**src/rtl/gpu_pkg.sv**
```systemverilog
// Shared pixel field layout, clear FSM encoding and default screen size for the framebuffer path.
// Pure definitions: no latency, no flow control.
package gpu_pkg;

    localparam int PX_X_HI   = 63;
    localparam int PX_Y_HI   = 47;
    localparam int PX_COL_HI = 31;

    localparam int DEF_H_RES = 640;
    localparam int DEF_V_RES = 480;

    typedef enum logic {
        CLR_IDLE = 1'b0,
        CLR_RUN  = 1'b1
    } clr_state_t;

endpackage

```
**src/rtl/fb_clear_engine.sv**
```systemverilog
// Full-screen fill sequencer: emits addresses 0..H_RES*V_RES-1 with a latched colour.
// The address advances only on ack, so a stalled write port freezes the sweep.
module fb_clear_engine
    import gpu_pkg::*;
#(
    parameter int H_RES      = DEF_H_RES,
    parameter int V_RES      = DEF_V_RES,
    parameter int ADDR_WIDTH = 19
) (
    input  logic                  clock,
    input  logic                  reset_n,
    input  logic                  start,
    input  logic [31:0]           start_colour,
    input  logic                  ack,
    output logic                  req,
    output logic [ADDR_WIDTH-1:0] addr,
    output logic [31:0]           colour
);

    localparam logic [ADDR_WIDTH-1:0] LAST_ADDR = ADDR_WIDTH'(H_RES * V_RES - 1);

    clr_state_t            state_q;
    logic [ADDR_WIDTH-1:0] addr_q;
    logic [31:0]           colour_q;

    always_ff @(posedge clock) begin
        if (!reset_n) begin
            state_q  <= CLR_IDLE;
            addr_q   <= '0;
            colour_q <= '0;
        end else begin
            case (state_q)
                CLR_IDLE: begin
                    if (start) begin
                        state_q  <= CLR_RUN;
                        addr_q   <= '0;
                        colour_q <= start_colour;
                    end
                end
                CLR_RUN: begin
                    if (ack) begin
                        if (addr_q == LAST_ADDR) begin
                            state_q <= CLR_IDLE;
                        end
                        addr_q <= addr_q + ADDR_WIDTH'(1);
                    end
                end
            endcase
        end
    end

    assign req    = (state_q == CLR_RUN);
    assign addr   = addr_q;
    assign colour = colour_q;

endmodule

```
**src/rtl/fb_write_scheduler.sv**
```systemverilog
// Arbitrates two pixel streams and the clear engine onto one framebuffer write port, clipping off-screen pixels.
// Accept-to-write latency 1; srcN_full asserts while clearing, while the output stage is stalled, or when not granted.
module fb_write_scheduler
    import gpu_pkg::*;
#(
    parameter int H_RES      = DEF_H_RES,
    parameter int V_RES      = DEF_V_RES,
    parameter int ADDR_WIDTH = 19
) (
    input  logic                  clock,
    input  logic                  reset_n,
    input  logic [63:0]           src0_data,
    input  logic                  src0_valid,
    output logic                  src0_full,
    input  logic [63:0]           src1_data,
    input  logic                  src1_valid,
    output logic                  src1_full,
    input  logic                  clear_start,
    input  logic [31:0]           clear_colour,
    output logic                  clear_busy,
    output logic [ADDR_WIDTH-1:0] fb_address,
    output logic [31:0]           fb_writedata,
    output logic                  fb_write,
    input  logic                  fb_waitrequest,
    output logic [15:0]           clip_count,
    output logic                  idle
);

    localparam logic [15:0]           X_LIM   = 16'(H_RES);
    localparam logic [15:0]           Y_LIM   = 16'(V_RES);
    localparam logic [ADDR_WIDTH-1:0] H_RES_A = ADDR_WIDTH'(H_RES);

    logic                  fb_write_q, fb_write_d;
    logic [ADDR_WIDTH-1:0] fb_address_q, fb_address_d;
    logic [31:0]           fb_writedata_q, fb_writedata_d;
    logic                  rr_last_q, rr_last_d;
    logic [15:0]           clip_count_q, clip_count_d;

    logic                  out_free;
    logic                  clr_req, clr_ack;
    logic [ADDR_WIDTH-1:0] clr_addr;
    logic [31:0]           clr_colour;
    logic                  grant0, grant1, accept, clipped;
    logic [63:0]           sel_data;
    logic [15:0]           sel_x, sel_y;
    logic [ADDR_WIDTH-1:0] pix_addr;

    fb_clear_engine #(
        .H_RES      (H_RES),
        .V_RES      (V_RES),
        .ADDR_WIDTH (ADDR_WIDTH)
    ) u_clear (
        .clock        (clock),
        .reset_n      (reset_n),
        .start        (clear_start),
        .start_colour (clear_colour),
        .ack          (clr_ack),
        .req          (clr_req),
        .addr         (clr_addr),
        .colour       (clr_colour)
    );

    assign out_free = !fb_write_q || !fb_waitrequest;

    // rr_last_q = 1 means src1 was granted last, so src0 takes a tie
    assign grant0 = src0_valid && (!src1_valid || rr_last_q);
    assign grant1 = src1_valid && (!src0_valid || !rr_last_q);

    assign src0_full = clr_req || !out_free || !grant0;
    assign src1_full = clr_req || !out_free || !grant1;

    assign accept   = (grant0 || grant1) && out_free && !clr_req;
    assign clr_ack  = clr_req && out_free;
    assign sel_data = grant0 ? src0_data : src1_data;
    assign sel_x    = sel_data[PX_X_HI -: 16];
    assign sel_y    = sel_data[PX_Y_HI -: 16];
    assign clipped  = (sel_x >= X_LIM) || (sel_y >= Y_LIM);
    assign pix_addr = ADDR_WIDTH'(sel_y) * H_RES_A + ADDR_WIDTH'(sel_x);

    always_comb begin
        fb_write_d     = fb_write_q;
        fb_address_d   = fb_address_q;
        fb_writedata_d = fb_writedata_q;
        rr_last_d      = rr_last_q;
        clip_count_d   = clip_count_q;

        if (clr_ack) begin
            fb_write_d     = 1'b1;
            fb_address_d   = clr_addr;
            fb_writedata_d = clr_colour;
        end else if (accept && !clipped) begin
            fb_write_d     = 1'b1;
            fb_address_d   = pix_addr;
            fb_writedata_d = sel_data[PX_COL_HI -: 32];
        end else if (out_free) begin
            fb_write_d = 1'b0;
        end

        if (accept) begin
            rr_last_d = grant1;
            if (clipped && (clip_count_q != 16'hFFFF)) begin
                clip_count_d = clip_count_q + 16'd1;
            end
        end
    end

    always_ff @(posedge clock) begin
        if (!reset_n) begin
            fb_write_q     <= 1'b0;
            fb_address_q   <= '0;
            fb_writedata_q <= '0;
            rr_last_q      <= 1'b1;
            clip_count_q   <= '0;
        end else begin
            fb_write_q     <= fb_write_d;
            fb_address_q   <= fb_address_d;
            fb_writedata_q <= fb_writedata_d;
            rr_last_q      <= rr_last_d;
            clip_count_q   <= clip_count_d;
        end
    end

    assign fb_write     = fb_write_q;
    assign fb_address   = fb_address_q;
    assign fb_writedata = fb_writedata_q;
    assign clip_count   = clip_count_q;
    assign clear_busy   = clr_req;
    assign idle         = !clr_req && !fb_write_q;

endmodule

```
**config.mk**
```make
export PLATFORM = sky130hd
export DESIGN_NAME = fb_write_scheduler
export DESIGN_NICKNAME = d
export VERILOG_FILES = /design/src/rtl/gpu_pkg.sv /design/src/rtl/fb_clear_engine.sv /design/src/rtl/fb_write_scheduler.sv
export SDC_FILE = /design/constraint.sdc
export NUM_CORES = 1
export LEC_CHECK = 0
export BUFFER_PORTS_ARGS = -buffer_cell sky130_fd_sc_hd__clkbuf_2
export CORE_MARGIN = 8
export CORE_UTILIZATION = 51
export CTS_BUF_LIST = sky130_fd_sc_hd__clkbuf_16
export DETAILED_ROUTE_END_ITERATION = 8
export PLACE_DENSITY = 0.81
export SLEW_MARGIN = 5
export SYNTH_ARGS = -nofsm -noshare
export SYNTH_HDL_FRONTEND = slang
export SYNTH_HIERARCHICAL = 1
export SYNTH_SLANG_ARGS = --single-unit
```
**constraint.sdc**
```tcl
create_clock -name clock -period 5.45 [get_ports clock]
set_input_delay 0.8175 -clock clock [delete_from_list [all_inputs] [get_ports clock]]
set_output_delay 0.8175 -clock clock [all_outputs]
set_load 0.05 [all_outputs]
```
* Yosys cells after proc, flatten, opt, wreduce, memory -nomap -nowiden
Cells that the tools add are included.
** Operators by class
- Add/subtract/negate cells :: 3
- Multipliers :: 1
- $lt $le $gt $ge :: 2
- Equality and inequality tests :: 4
- Multiplexer cells :: 15
- Bitwise operators :: 1
- Reductions and logical operators :: 31
** Operators with widths (count)
- 19-bit two-way mux :: 4
- 32-bit two-way mux :: 2
- 64-bit two-way mux :: 1
- 19-bit case mux with 2 select lines :: 1
- 19-bit by 1-bit adder with 19-bit output, second input constant :: 1
- 19-bit by 16-bit adder with 19-bit output :: 1
- 19-bit equality test, second input constant :: 1
- 16-bit by 1-bit adder with 16-bit output, second input constant :: 1
- 16-bit by 10-bit >= comparator with 1-bit output, second input constant :: 1
- 16-bit by 9-bit >= comparator with 1-bit output, second input constant :: 1
- 16-bit by 3-bit multiplier with 12-bit output, second input constant :: 1
- 16-bit != test, second input constant :: 1
- 1-bit zero test :: 10
- 1-bit logical AND :: 8
- 1-bit logical OR :: 8
- 1-bit two-way mux :: 6
- 2-bit AND reduction :: 3
- 2-bit != test, second input constant :: 2
- 3-bit nonzero test :: 1
- 1-bit case mux with 2 select lines :: 1
- 2-bit nonzero test :: 1
- 1-bit NOT :: 1
** Word-level totals
- Register bits after elaboration :: 121
- Input bits :: 166
- Output and inout port bits :: 72
- Word-level logic and storage cells :: 65

* Depth between registers and ports, before layout
Gate-level depths: netlist (run 1).
- Depth after elaboration :: 10
- Gate-level depth with buffers :: 19
- Depth with buffers taken out :: 17

* Hierarchy
The synthesis (run 1) kept the hierarchy.
** Modules (own cells, without submodules)
- fb_write_scheduler :: times used 1, cells an instance 593, area an instance 4804.6 sq um
- fb_clear_engine :: times used 1, cells an instance 268, area an instance 2288.4 sq um

* Least setup slack after synthesis (run 1)
No wires, ideal clock.
- Kind :: input to register
- Start point :: in src1_valid
- End point :: reg fb_address_q[18], in the netlist fb_address[18]
- Setup time :: 0.070 ns
- Data arrival time :: 4.751 ns
- Required time :: 5.380 ns
- Path slack :: 0.629 ns
- Cell stages on the path :: 18
- Buffers on the path :: 3
- Cell sequence :: inv_1 > o21ai_1 > buf_2 > buf_2 > clkbuf_1 > mux2_2 > ha_1 > ha_1 > fa_1 > a21o_1 > a21oi_1 > xnor2_1 > ha_1 > nand2_1 > o21a_1 > a211oi_1 > mux2_2 > a21oi_1
** Between the ends
- Cells in the longest elaborated chain, start to end :: 9
** RTL lines
- start, declared :: RTL line fb_write_scheduler.sv:16 : input logic src1_valid,
- branches (longest 9 deep; another with 19-bit by 16-bit adder with 19-bit output)
- end signal, assigned :: RTL line fb_write_scheduler.sv:116 : fb_address_q <= fb_address_d;
- end, declared :: RTL line fb_write_scheduler.sv:34 : logic [ADDR_WIDTH-1:0] fb_address_q, fb_address_d;
Parallel ways; which one is timed is not known. The select of a mux whose other input is x is not followed.
A chain may end at the register's enable or synchronous reset.

* Worst setup path in the final report (run 1)
- Start point :: in src1_valid
- End point :: reg fb_address_q[17], in the netlist fb_address[17]
Same word-level chain as after synthesis.

==> results.md, run 1 <==
* Dominant synthesized flop cell: dfxtp_1
* Mapped Area at between 7000 and 8000 µm²
* Initial antenna violation count at 0
* Final Worst Setup Slack at 1.20 ns
* Row count at 43
* Peak supply drop at about 260 µV
* Max Slew Vio Count at 0
* Post-synth EDFFs at 0
* Syn Inst Count at approximately 860
* LEAKAGE at about 4.0 nW
* DRT antenna net count at 0
* Clk root buf: clkbuf_16
* Outcome: finished, final reports clean
* Seq/Total Area, Yosys at 34.2%
* Mux share of post-synthesis cell area at about a tenth
* Total wire length at about 21 mm
* Slew headroom at approximately a third
* WP buf/inv at 3
* Post-cts resize count at 0
* Final Hold Fails at 0
* Synth Area in Adders at slightly below 5%
* Iter 0 DRT Violations at approximately 460
* Synth warn at 6
* Post-synth top area share at approximately 34%
* DR vias/cell at approximately 5.6
* Worst Hold Class: flop to flop
* Layout Skew at 0.0112 ns
* Fill cells at 1,167
* Unrepaired setup endpoints after global routing: false
* Largest net degree at the start of global routing at 75
* CTS tree: yes
* Flops & latches, synth at 121
* Worst Path Required at 5.76 ns
* Setup bufs post-CTS at 0
* Hold buffers post-CTS at 0
* Num CTS Buffers at 17
* Die area at approximately 18,000 µm²
* F_max at 235 MHz
* Die Wd at 134 µm
* Setup TNS at 0 ns
* CP max FO at 27
* Final HPWL DP at around 15 mm
* RD Place Congestion at 0.885
* Worst path max stage delay at around 0.37 ns
* Final #Nets at around 1,300
* DR WL/cell at roughly 17 µm
* Period utilization at between 70% and 80%
* Largest family of logic cells by synthesized area: simple AND/OR/NAND/NOR gates
* Max_cap viols at 0
* H-tree Lvls at 4
* Crit-path leading delay family: compound AO/OA/AOI/OAI gates
* Num ports at roughly 240
* Min cycle time layout at ~4.3 ns
* CP max stage cell: buf_4
* Cells along the critical path: clkbuf_2 > inv_1 > o21ai_4 > buf_4 > mux2i_1 > xor2_1 > ha_1 > a21oi_2 > and2b_1 > nor2_1 > xnor2_1 > ha_1 > o21a_1 > a21oi_1 > o21ai_0 > nand2_1 > mux2_4 > o41ai_2
* Core ar. at approximately 14,000 µm²
* Post-synth net total at around 1,100
* Initial Util at 51.7%
* Simple-Gate Fraction of Synth Area at 22.3%
* Worst reg-to-reg setup slack at around 1.4 ns
* Compound-Gate Fraction of Synth Area at 21.0%
* DRC Markers at 0
* Yosys cell types at 70
* Layout cells sized above 1 at between 20 and 30%
* Die H at 134 µm
* Number of global-route vias before repair at roughly 6,800
* CP Capture Type: flop
* Setup Viol. Count Final at 0
* Vias at just over 7,000
* CTS clk-pin slew, worst paths at 0.05 ns
* Clock Tree Buf Depth at 2
* Gr ovfl total at 0
* First-pass DRT Iterations at 5
* Most Frequent Cell on Critical Path: ha_1
* N_diodes at 0
* Layout overhead on the synthesized area at 26.0%
* Top cells by area, synth: dfxtp_1 34%, nand2_1 10%, mux2i_1 7.6%
* FFs w/ async S/R, synth at 0%
* Clock sinks at 121
* Crit start category: input pin
* Place WS at slightly above 0.8 ns
* Power Dens Cells at ~310 nW/µm²
* Post-synthesis xor/xnor area fraction at between 3 and 4%
* Port Buffers at 237
* Actual slew at the worst max-slew pin at approximately 1.0 ns
* First-pass GRT wire length at 33.7 mm
* Critical path class: input pin to flop
* Avg Cell Area, Syn at 8.24 µm²
* Tot GR Track Use at 22.9%
* Crit path DAT at 4.56 ns
* Clk_lat worst skew at about 0.42 ns
* Leading area contributor after synthesis: dfxtp_1
## per-stage QoR
stage / total power [mW] / hold slack [ns] / util [%] / cells / area [µm²]
floorplan: 1.49 / 0.444 / - / 861 / 7090
global placement: 1.66 / 0.438 / 60.7 / 1231 / 8330
detailed placement: 1.67 / 0.444 / 60.7 / 1231 / 8330
CTS: 2.81 / 0.451 / 65.1 / 1263 / 8940
global route: 2.93 / 0.464 / 65.1 / 1263 / 8940
finish: 2.79 / 0.449 / 65.1 / 1263 / 8940
## cell families after synthesis
logic type,Yosys count
muxes,70
DFF,121
AOI/OAI and AO/OA,223
buffers and inverters,67
and+or+nand+nor,329
xor gates and xnor gates,24
adders and majority gates,27
## routing by layer
metal  vias to the layer above  track usage, %  part of all wire (%)
met1                      3318            26.9                    41
met2                       232            38.7                    50
met4                         0            9.36                   2.6
met3                        36            6.06                   5.9
li1                       3525               -                     -
met5                         -               0                     0
## worst register-to-register path, cell delays in order (launching register included)
cell and delay [ns]:
dfxtp_1 0.36, o21ai_4 0.35, buf_4 0.37, mux2i_1 0.30
xor2_1 0.29, ha_1 0.29, a21oi_2 0.15, and2b_1 0.18
nor2_1 0.11, xnor2_1 0.15, ha_1 0.29, o21a_1 0.14
a21oi_1 0.20, o21ai_0 0.12, nand2_1 0.10, mux2_4 0.30
o41ai_2 0.28
## flip-flops by register name (all words and copies together), names as in the netlist
signal          count
u_clear/req         1
fb_writedata       32
clip_count         16
u_clear/addr       19
u_clear/colour     32
fb_write            1
rr_last_q           1
fb_address         19
## cells in the mapped netlist, drive strengths merged, types with 11 or more instances
library cell	number
a21boi	34
a21oi	65
buf	24
clkbuf	31
dfxtp	121
ha	25
inv	12
mux2	16
mux2i	54
nand2	193
nand3	28
nand4	15
nor2	27
o211ai	46
o21ai	30
xnor2	12
xor2	11
## final cells by class
type / count / area, µm² / share of cell area [%]
Clock inverter: 15 / 178 / 1.99
Multi-Input combinational cell: 673 / 4400 / 49.2
Tap cell: 180 / 225 / 2.52
Clock buffer: 17 / 425 / 4.76
Sequential cell: 121 / 2420 / 27.1
Timing Repair Buffer: 245 / 1250 / 13.9
Inverter: 12 / 45.0 / 0.504
## final timing paths
kind         cells after the start         endpoint             from
max                             18   fb_address[17]       src1_valid
min                              2  fb_writedata[0]  fb_writedata[0]
max reg2reg                     16   fb_address[17]        rr_last_q
min reg2reg                      2  fb_writedata[0]  fb_writedata[0]
## cell usage in the layout, fill, tap and decap left out, drive strengths merged, types with 25 or more instances in the layout
master	Yosys	final
nand3	28	28
a21boi	34	34
clkbuf	31	254
mux2i	54	54
a21oi	65	65
nor2	27	27
ha	25	25
o21ai	30	30
dfxtp	121	121
o211ai	46	46
nand2	193	193
## report_power, final
| part | switching (mW) | total [mW] | internal, mW |
|---|---|---|---|
| registers | 0.0286 | 0.958 | 0.930 |
| logic | 0.432 | 0.700 | 0.268 |
| clock network | 0.413 | 1.13 | 0.718 |
Power figures use the tool's default switching activity.
==> run 2, diff against run 1 <==
--- a/config.mk
+++ b/config.mk
@@ -5,12 +5,13 @@
 export SDC_FILE = /design/constraint.sdc
 export NUM_CORES = 1
 export LEC_CHECK = 0
+export ABC_AREA = 1
 export BUFFER_PORTS_ARGS = -buffer_cell sky130_fd_sc_hd__clkbuf_2
 export CORE_MARGIN = 8
-export CORE_UTILIZATION = 51
+export CORE_UTILIZATION = 52
 export CTS_BUF_LIST = sky130_fd_sc_hd__clkbuf_16
 export DETAILED_ROUTE_END_ITERATION = 8
-export PLACE_DENSITY = 0.81
+export PLACE_DENSITY = 0.82
 export SLEW_MARGIN = 5
 export SYNTH_ARGS = -nofsm -noshare
 export SYNTH_HDL_FRONTEND = slang
==> constraint.sdc (replaced) <==
create_clock -name clock -period 4.2 [get_ports clock]
set_input_delay 0.63 -clock clock [delete_from_list [all_inputs] [get_ports clock]]
set_output_delay 0.63 -clock clock [all_outputs]
set_load 0.05 [all_outputs]
==> run 2 against run 1 <==
Effect of this change: register-to-register slack got worse by 0.89 ns; clock power rose by 23%; sequential cell count is the same; utilization is 1.1 points higher; highest routed layer unchanged; final area rose by 2.5%; total power up 42%; synthesized cell count is 36% higher; combinational power up 86%; die area rose by 1.1%.
==> results.md, run 2 <==
* Num CTS Buffers at 17 (unchanged)
* Flops & latches, synth at 121 (unchanged)
* Final Non-Filler Cells at 1,577 (+25%)
* Peak supply drop at 292 µV (+12%)
* CTS tree: yes
* Setup TNS at 0 ns (unchanged)
* Power Dens Cells at 434 nW/µm² (+39%)
* Clk_lat worst skew at 0.41 ns (about the same)
* Place WS at 0.0135 ns (-0.791 ns)
* Layout Skew at 0.0150 ns (+0.00381 ns)
* Slew headroom at 41.4% (+9.6 points)
* Die Wd at 135 µm (+0.53%)
* First-pass GRT wire length at 37.6 mm (+12%)
* Final #Nets at 1,577 (+25%)
* R2r worst-path depth at 22 (+6)
* Worst Hold Class: input pin to flop
* Layout overhead on the synthesized area at 25.1%
* Synth warn at 6 (unchanged)
* Total wire length at 23.3 mm (+11%)
* Total power at 3.97 mW (+42%)
* Largest net degree at the start of global routing at 88 (+17%)
* Avg Cell Area, Syn at 6.26 µm² (-24%)
* Clock sinks at 121 (unchanged)
* Min cycle time layout at ~3.8 ns
* Critical path class: input pin to flop
* Die area at 18,100 µm² (+1.1%)
* Flip-flop and latch area at 2420 µm² (unchanged)
* Core ar. at 13,800 µm² (+0.78%)
* Outcome: finished, final reports clean
* Mapped Area at 7320 µm² (+3.2%)
* Num ports at 238 (unchanged)
* Commonest non-fill, non-tap cell in the layout: nand2_1
* Top cells by area, synth: dfxtp_1 33%, nand2_1 15%, nor2_1 13%
* Post-synth EDFFs at 0 (unchanged)
* Yosys cell types at 43 (-39%)
* Synth top cells by count: 300 x nand2_1, 256 x nor2_1, 121 x dfxtp_1
* Most frequent cells in the layout: 299 x nand2_1, 255 x nor2_1, 237 x clkbuf_2, 121 x dfxtp_1, 103 x o21ai_0
* First-pass DRT Iterations at 5 (unchanged)
* Count leader, synth: nand2_1
* DRC Markers at 0 (unchanged)
* DRT antenna net count at 0 (unchanged)
* Clock Tree Buf Depth at 2 (unchanged)
* Max_cap viols at 0 (unchanged)
* CTS clk-pin slew, worst paths at 0.06 ns (about the same)
* Clk root buf: clkbuf_16
* RD Place Congestion at 0.960 (+8.5%)
* Leading area contributor after synthesis: dfxtp_1
* Die H at 135 µm (+0.53%)
* Cell Area, Placed at 8590 µm² (+3.0%)
* CP Capture Type: flop
* Tot GR Track Use at 25.1% (+2.2 points)
* N_diodes at 0 (unchanged)
* Final Hold Fails at 0 (unchanged)
* Actual slew at the worst max-slew pin at 0.879 ns (-0.144 ns)
* CP max FO at 39 (+44%)
* Period utilization at between 80% and 90%
* Row count at 43 (unchanged)
* Hold buffers post-CTS at 0 (unchanged)
* Post-synth top area share at 33.1% (-1.1 points)
* FFs w/ async S/R, synth at 0% (unchanged)
* LEAKAGE at 4.68 nW (+16%)
* Layout cells sized above 1 at 22.9% (-6.5 points)
* Number of global-route vias before repair at 7,722 (+13%)
* Worst Path Required at 4.47 ns (-1.29 ns)
* Syn Inst Count at 1,169 (+36%)
* Setup Viol. Count Final at 0 (unchanged)
* Port Buffers at 237 (unchanged)
* Vias at 8,372 (+18%)
* Crit start category: input pin
* Seq/Total Area, Yosys at 33.1% (-1.1 points)
* Gr ovfl total at 0 (unchanged)
* H-tree Lvls at 4 (unchanged)
* Fill cells at 1,259 (+7.9%)
* Worst hold path stage count at 3 (+1)
* Post-synth net total at 1,362 (+29%)
* Final Worst Setup Slack at 0.426 ns (-0.770 ns)
* Final HPWL DP at 17.1 mm (+14%)
* Non-Filler Cell Area, Final at 9160 µm² (+2.5%)
* Iter 0 DRT Violations at 657 (+44%)
* Unrepaired setup endpoints after global routing: false
* Post-cts resize count at 0 (unchanged)
* DR vias/cell at 5.31 (-5.7%)
* F_max at 265 MHz
* Area of the multi-input gates at 4290 µm² (-2.4%)
* Initial Util at 52.9% (+1.2 points)
* Setup bufs post-CTS at 0 (unchanged)
* Crit path DAT at 4.05 ns (-0.51 ns)
* Initial antenna violation count at 0 (unchanged)
* DR WL/cell at 14.7 µm (-11%)
* Dominant synthesized flop cell: dfxtp_1
* Placed Instances at 1,544 (+25%)
* Max Slew Vio Count at 0 (unchanged)
==> run 2: report_power, final <==
part           internal [mW]  total, mW  leakage (nW)  switching [mW]
sequential              1.23       1.28         0.993          0.0482
clock                  0.861       1.39         0.269           0.532
combinational          0.439       1.30          3.42           0.859
==> run 2: kinds of logic after synthesis <==
logic type,after synthesis,synth area share [%]
fa+ha+maj,27,4.82
xor+xnor,19,2.27
simple gates,655,36.4
compound gates,199,14.9
buf+inv,147,8.39
flops,121,33.1
mux,1,0.137
==> run 2: area by class of cell <==
| class | count | area share [%] |
|---|---|---|
| timing repair buffer | 254 | 14.5 |
| tap | 180 | 2.46 |
| sequential | 121 | 26.5 |
| clock inverter | 15 | 1.49 |
| inverter | 89 | 3.65 |
| clock buffer | 17 | 4.65 |
| multi-input combinational | 901 | 46.8 |
==> run 2: routing by layer <==
metal / vias to the layer above / track usage, % / share of wire, % / routed length (µm)
met5: - / 0 / 0 / 0
met4: 0 / 9.73 / 2.0 / 461
met3: 38 / 5.91 / 8.6 / 1990
met2: 349 / 39.8 / 46 / 10800
met1: 3791 / 32.1 / 43 / 10000
li1: 4194 / - / - / -
==> run 2: path summary, 6_finish.rpt <==
kind / slack, ns / startpoint / to
max: 0.43 / src0_valid / fb_address[18]
min: 0.44 / clear_colour[6] / u_clear/colour[6]
max reg2reg: 0.48 / rr_last_q / fb_address[18]
min reg2reg: 0.47 / fb_address[18] / fb_address[18]
==> run 2: stage by stage <==
step	hold slack [ns]	utilization, %
after floorplan	0.464	-
after global placement	0.461	62.1
after detailed placement	0.461	62.1
after CTS	0.427	66.2
after global routing	0.441	66.2
final	0.442	66.2
==> run 2: worst max-delay path, stage by stage <==
cell      delay, ns
clkbuf_2       0.14
nand2_1        0.10
nand2_2        0.17
buf_4          0.44
nand2_1        0.09
nand2_1        0.13
inv_1          0.07
xor2_1         0.16
ha_1           0.35
or2_2          0.34
nand2_1        0.09
xnor2_1        0.06
ha_1           0.31
buf_4          0.13
nand2_1        0.05
nor2_1         0.14
nand3_1        0.10
nand3_1        0.13
nand3_1        0.11
nand3_1        0.08
nand3_1        0.07
nand2_1        0.10
a21oi_1        0.05
==> run 3, diff against run 2 <==
--- a/config.mk
+++ b/config.mk
@@ -8,10 +8,9 @@
 export ABC_AREA = 1
 export BUFFER_PORTS_ARGS = -buffer_cell sky130_fd_sc_hd__clkbuf_2
 export CORE_MARGIN = 8
-export CORE_UTILIZATION = 52
+export CORE_UTILIZATION = 30
 export CTS_BUF_LIST = sky130_fd_sc_hd__clkbuf_16
 export DETAILED_ROUTE_END_ITERATION = 8
-export PLACE_DENSITY = 0.82
 export SLEW_MARGIN = 5
 export SYNTH_ARGS = -nofsm -noshare
 export SYNTH_HDL_FRONTEND = slang
==> run 3 against run 2 <==
Effect of this change: total power rose by 5.6%; sequential cell count did not move; clock power rose by 16%; worst hold slack improved by 0.0053 ns; clock skew fell by 0.0044 ns; die area rose by 64%; utilization fell by 27 points; wire length rose by 11%; sequential share of layout area fell by 0.77 points; final area rose by 3.0%; fmax rose by 1.6%.
==> results.md, run 3 (synthesis results as in run 2) <==
* Final HPWL DP at 19.1 mm (+12%)
* Peak supply drop at 295 µV (+1.2%)
* Clk_lat worst skew at 0.41 ns (about the same)
* Initial Util at 30.4% (-23 points)
* Core Util, Final at 39.1% (-27 points)
* Critical path class: input pin to flop
* CTS tree: yes
* Clk root buf: clkbuf_16
* Fill cells at 2,677 (+110%)
* Die area at 29,700 µm² (+64%)
* Non-Filler Cell Area, Final at 9430 µm² (+3.0%)
* Total wire length at 25.8 mm (+11%)
* N_diodes at 0 (unchanged)
* Gr ovfl total at 0 (unchanged)
* Worst Hold Class: input pin to flop
* DR WL/cell at 15.0 µm (+1.5%)
* Slew headroom at 44.1% (+2.6 points)
* Max_cap viols at 0 (unchanged)
* Final Non-Filler Cells at 1,721 (+9.1%)
* Tot GR Track Use at 17.0% (-8.1 points)
* Period utilization at 88.5% (-1.4 points)
* Worst Path Required at 4.53 ns (+0.06 ns)
* CTS clk-pin slew, worst paths at 0.06 ns (about the same)
* F_max at 269 MHz (+1.6%)
* Hold buffers post-CTS at 0 (unchanged)
* Power Dens Cells at 445 nW/µm² (+2.5%)
* CP Capture Type: flop
* DRT antenna net count at 0 (unchanged)
* First-pass GRT wire length at 40.3 mm (+7.4%)
* Row count at 57 (+33%)
* Crit path DAT at 4.04 ns (about the same)
* Number of global-route vias before repair at 7,913 (+2.5%)
* Layout overhead on the synthesized area at 28.9%
* CP max FO at 6 (-85%)
* First-pass DRT Iterations at 5 (unchanged)
* Commonest non-fill, non-tap cell in the layout: nand2_1
* Layout Skew at 0.0106 ns (-0.00444 ns)
* Vias at 8,201 (-2.0%)
* Layout cells sized above 1 at 23.1% (+0.21 points)
* Core ar. at 24,100 µm² (+74%)
* Largest net degree at the start of global routing at 56 (-36%)
* Num CTS Buffers at 17 (unchanged)
* LEAKAGE at 4.72 nW (+0.85%)
* R2r worst-path depth at 25 (+14%)
* Worst hold path stage count at 3 (unchanged)
* Place WS at 0.0753 ns (+0.0618 ns)
* Final Worst Setup Slack at 0.485 ns (+0.0582 ns)
* Unrepaired setup endpoints after global routing: false
* RD Place Congestion at 0.849 (-12%)
* Crit start category: input pin
* H-tree Lvls at 4 (unchanged)
* Actual slew at the worst max-slew pin at 0.839 ns (-0.0394 ns)
* DR vias/cell at 4.77 (-10%)
* Max Slew Vio Count at 0 (unchanged)
* Initial antenna violation count at 0 (unchanged)
* Setup Viol. Count Final at 0 (unchanged)
* Total power at 4.20 mW (+5.6%)
* Final Hold Fails at 0 (unchanged)
* Num ports at 238 (unchanged)
* DRC Markers at 0 (unchanged)
* Outcome: finished, final reports clean
* Most frequent cells in the layout: 299 x nand2_1, 255 x nor2_1, 236 x clkbuf_2, 121 x dfxtp_1, 103 x o21ai_0
* Clock Tree Buf Depth at 2 (unchanged)
* Die H at 172 µm (+28%)
* Clock sinks at 121 (unchanged)
* Die Wd at 172 µm (+28%)
* Setup TNS at 0 ns (unchanged)
* Placed Instances at 1,689 (+9.4%)
* Setup bufs post-CTS at 0 (unchanged)
* Port Buffers at 237 (unchanged)
* Min cycle time layout at 3.72 ns (-0.0582 ns)
* Post-cts resize count at 0 (unchanged)
* Iter 0 DRT Violations at 555 (-16%)
* Final #Nets at 1,577 (unchanged)
* Cell Area, Placed at 8780 µm² (+2.2%)
* Hold slack at 0.447 ns (+0.00527 ns)
## run 3: cell types whose count changed in the layout (fill, tap and decap cells not counted), moves of 2 or more
cell | previous run | this run
inv_1 | 85 | 83
bufinv_16 | 2 | 5
clkinvlp_4 | 5 | 3
clkinv_4 | 0 | 4
clkinv_2 | 3 | 1
## run 3: final timing paths
kind / end / from / slack (ns)
worst min register to register: fb_address[18] / fb_address[18] / 0.50
worst max-delay path: fb_address[17] / src0_valid / 0.48
worst min-delay path: u_clear/colour[13] / clear_colour[13] / 0.45
worst max register to register: fb_address[17] / rr_last_q / 0.54
## run 3: final cells by class
class | instances | area, µm² | share of cell area (%)
tap | 324 | 405 | 4.30
sequential | 121 | 2420 | 25.7
inverter | 89 | 334 | 3.54
clock buffer | 17 | 425 | 4.51
timing repair buffer | 254 | 1330 | 14.1
multi-input combinational | 901 | 4290 | 45.5
clock inverter | 15 | 225 | 2.39
## run 3: worst max-delay path, cell delays in order
cell	delay [ns]
clkbuf_2	0.13
nand2_1	0.11
nand2_2	0.10
or2_2	0.28
o21ai_0	0.10
inv_1	0.10
ha_1	0.30
ha_1	0.22
fa_1	0.42
nand2_1	0.08
nand2_1	0.09
nand2_1	0.08
xnor2_1	0.06
ha_1	0.37
nand2_1	0.09
nor3_1	0.14
nand2_1	0.07
nand3_1	0.10
nand2_1	0.06
nand2_1	0.07
nand2_1	0.05
nand2_1	0.05
nand3_1	0.06
nand2_1	0.08
nand2_1	0.05
a21oi_1	0.13
## run 3: per-layer routing
| metal | global-route usage, % | vias to the layer above | routed length, µm |
|---|---|---|---|
| li1 | - | 4199 | - |
| met1 | 22.1 | 3708 | 11600 |
| met2 | 27.7 | 260 | 12100 |
| met3 | 3.11 | 34 | 1580 |
| met4 | 5.81 | 0 | 495 |
| met5 | 0 | - | 0 |
## run 3: where the power goes
part           total [mW]  internal, mW  switching [mW]
Clock                1.61          1.05           0.558
Sequential           1.28          1.23          0.0480
Combinational        1.30         0.435           0.867
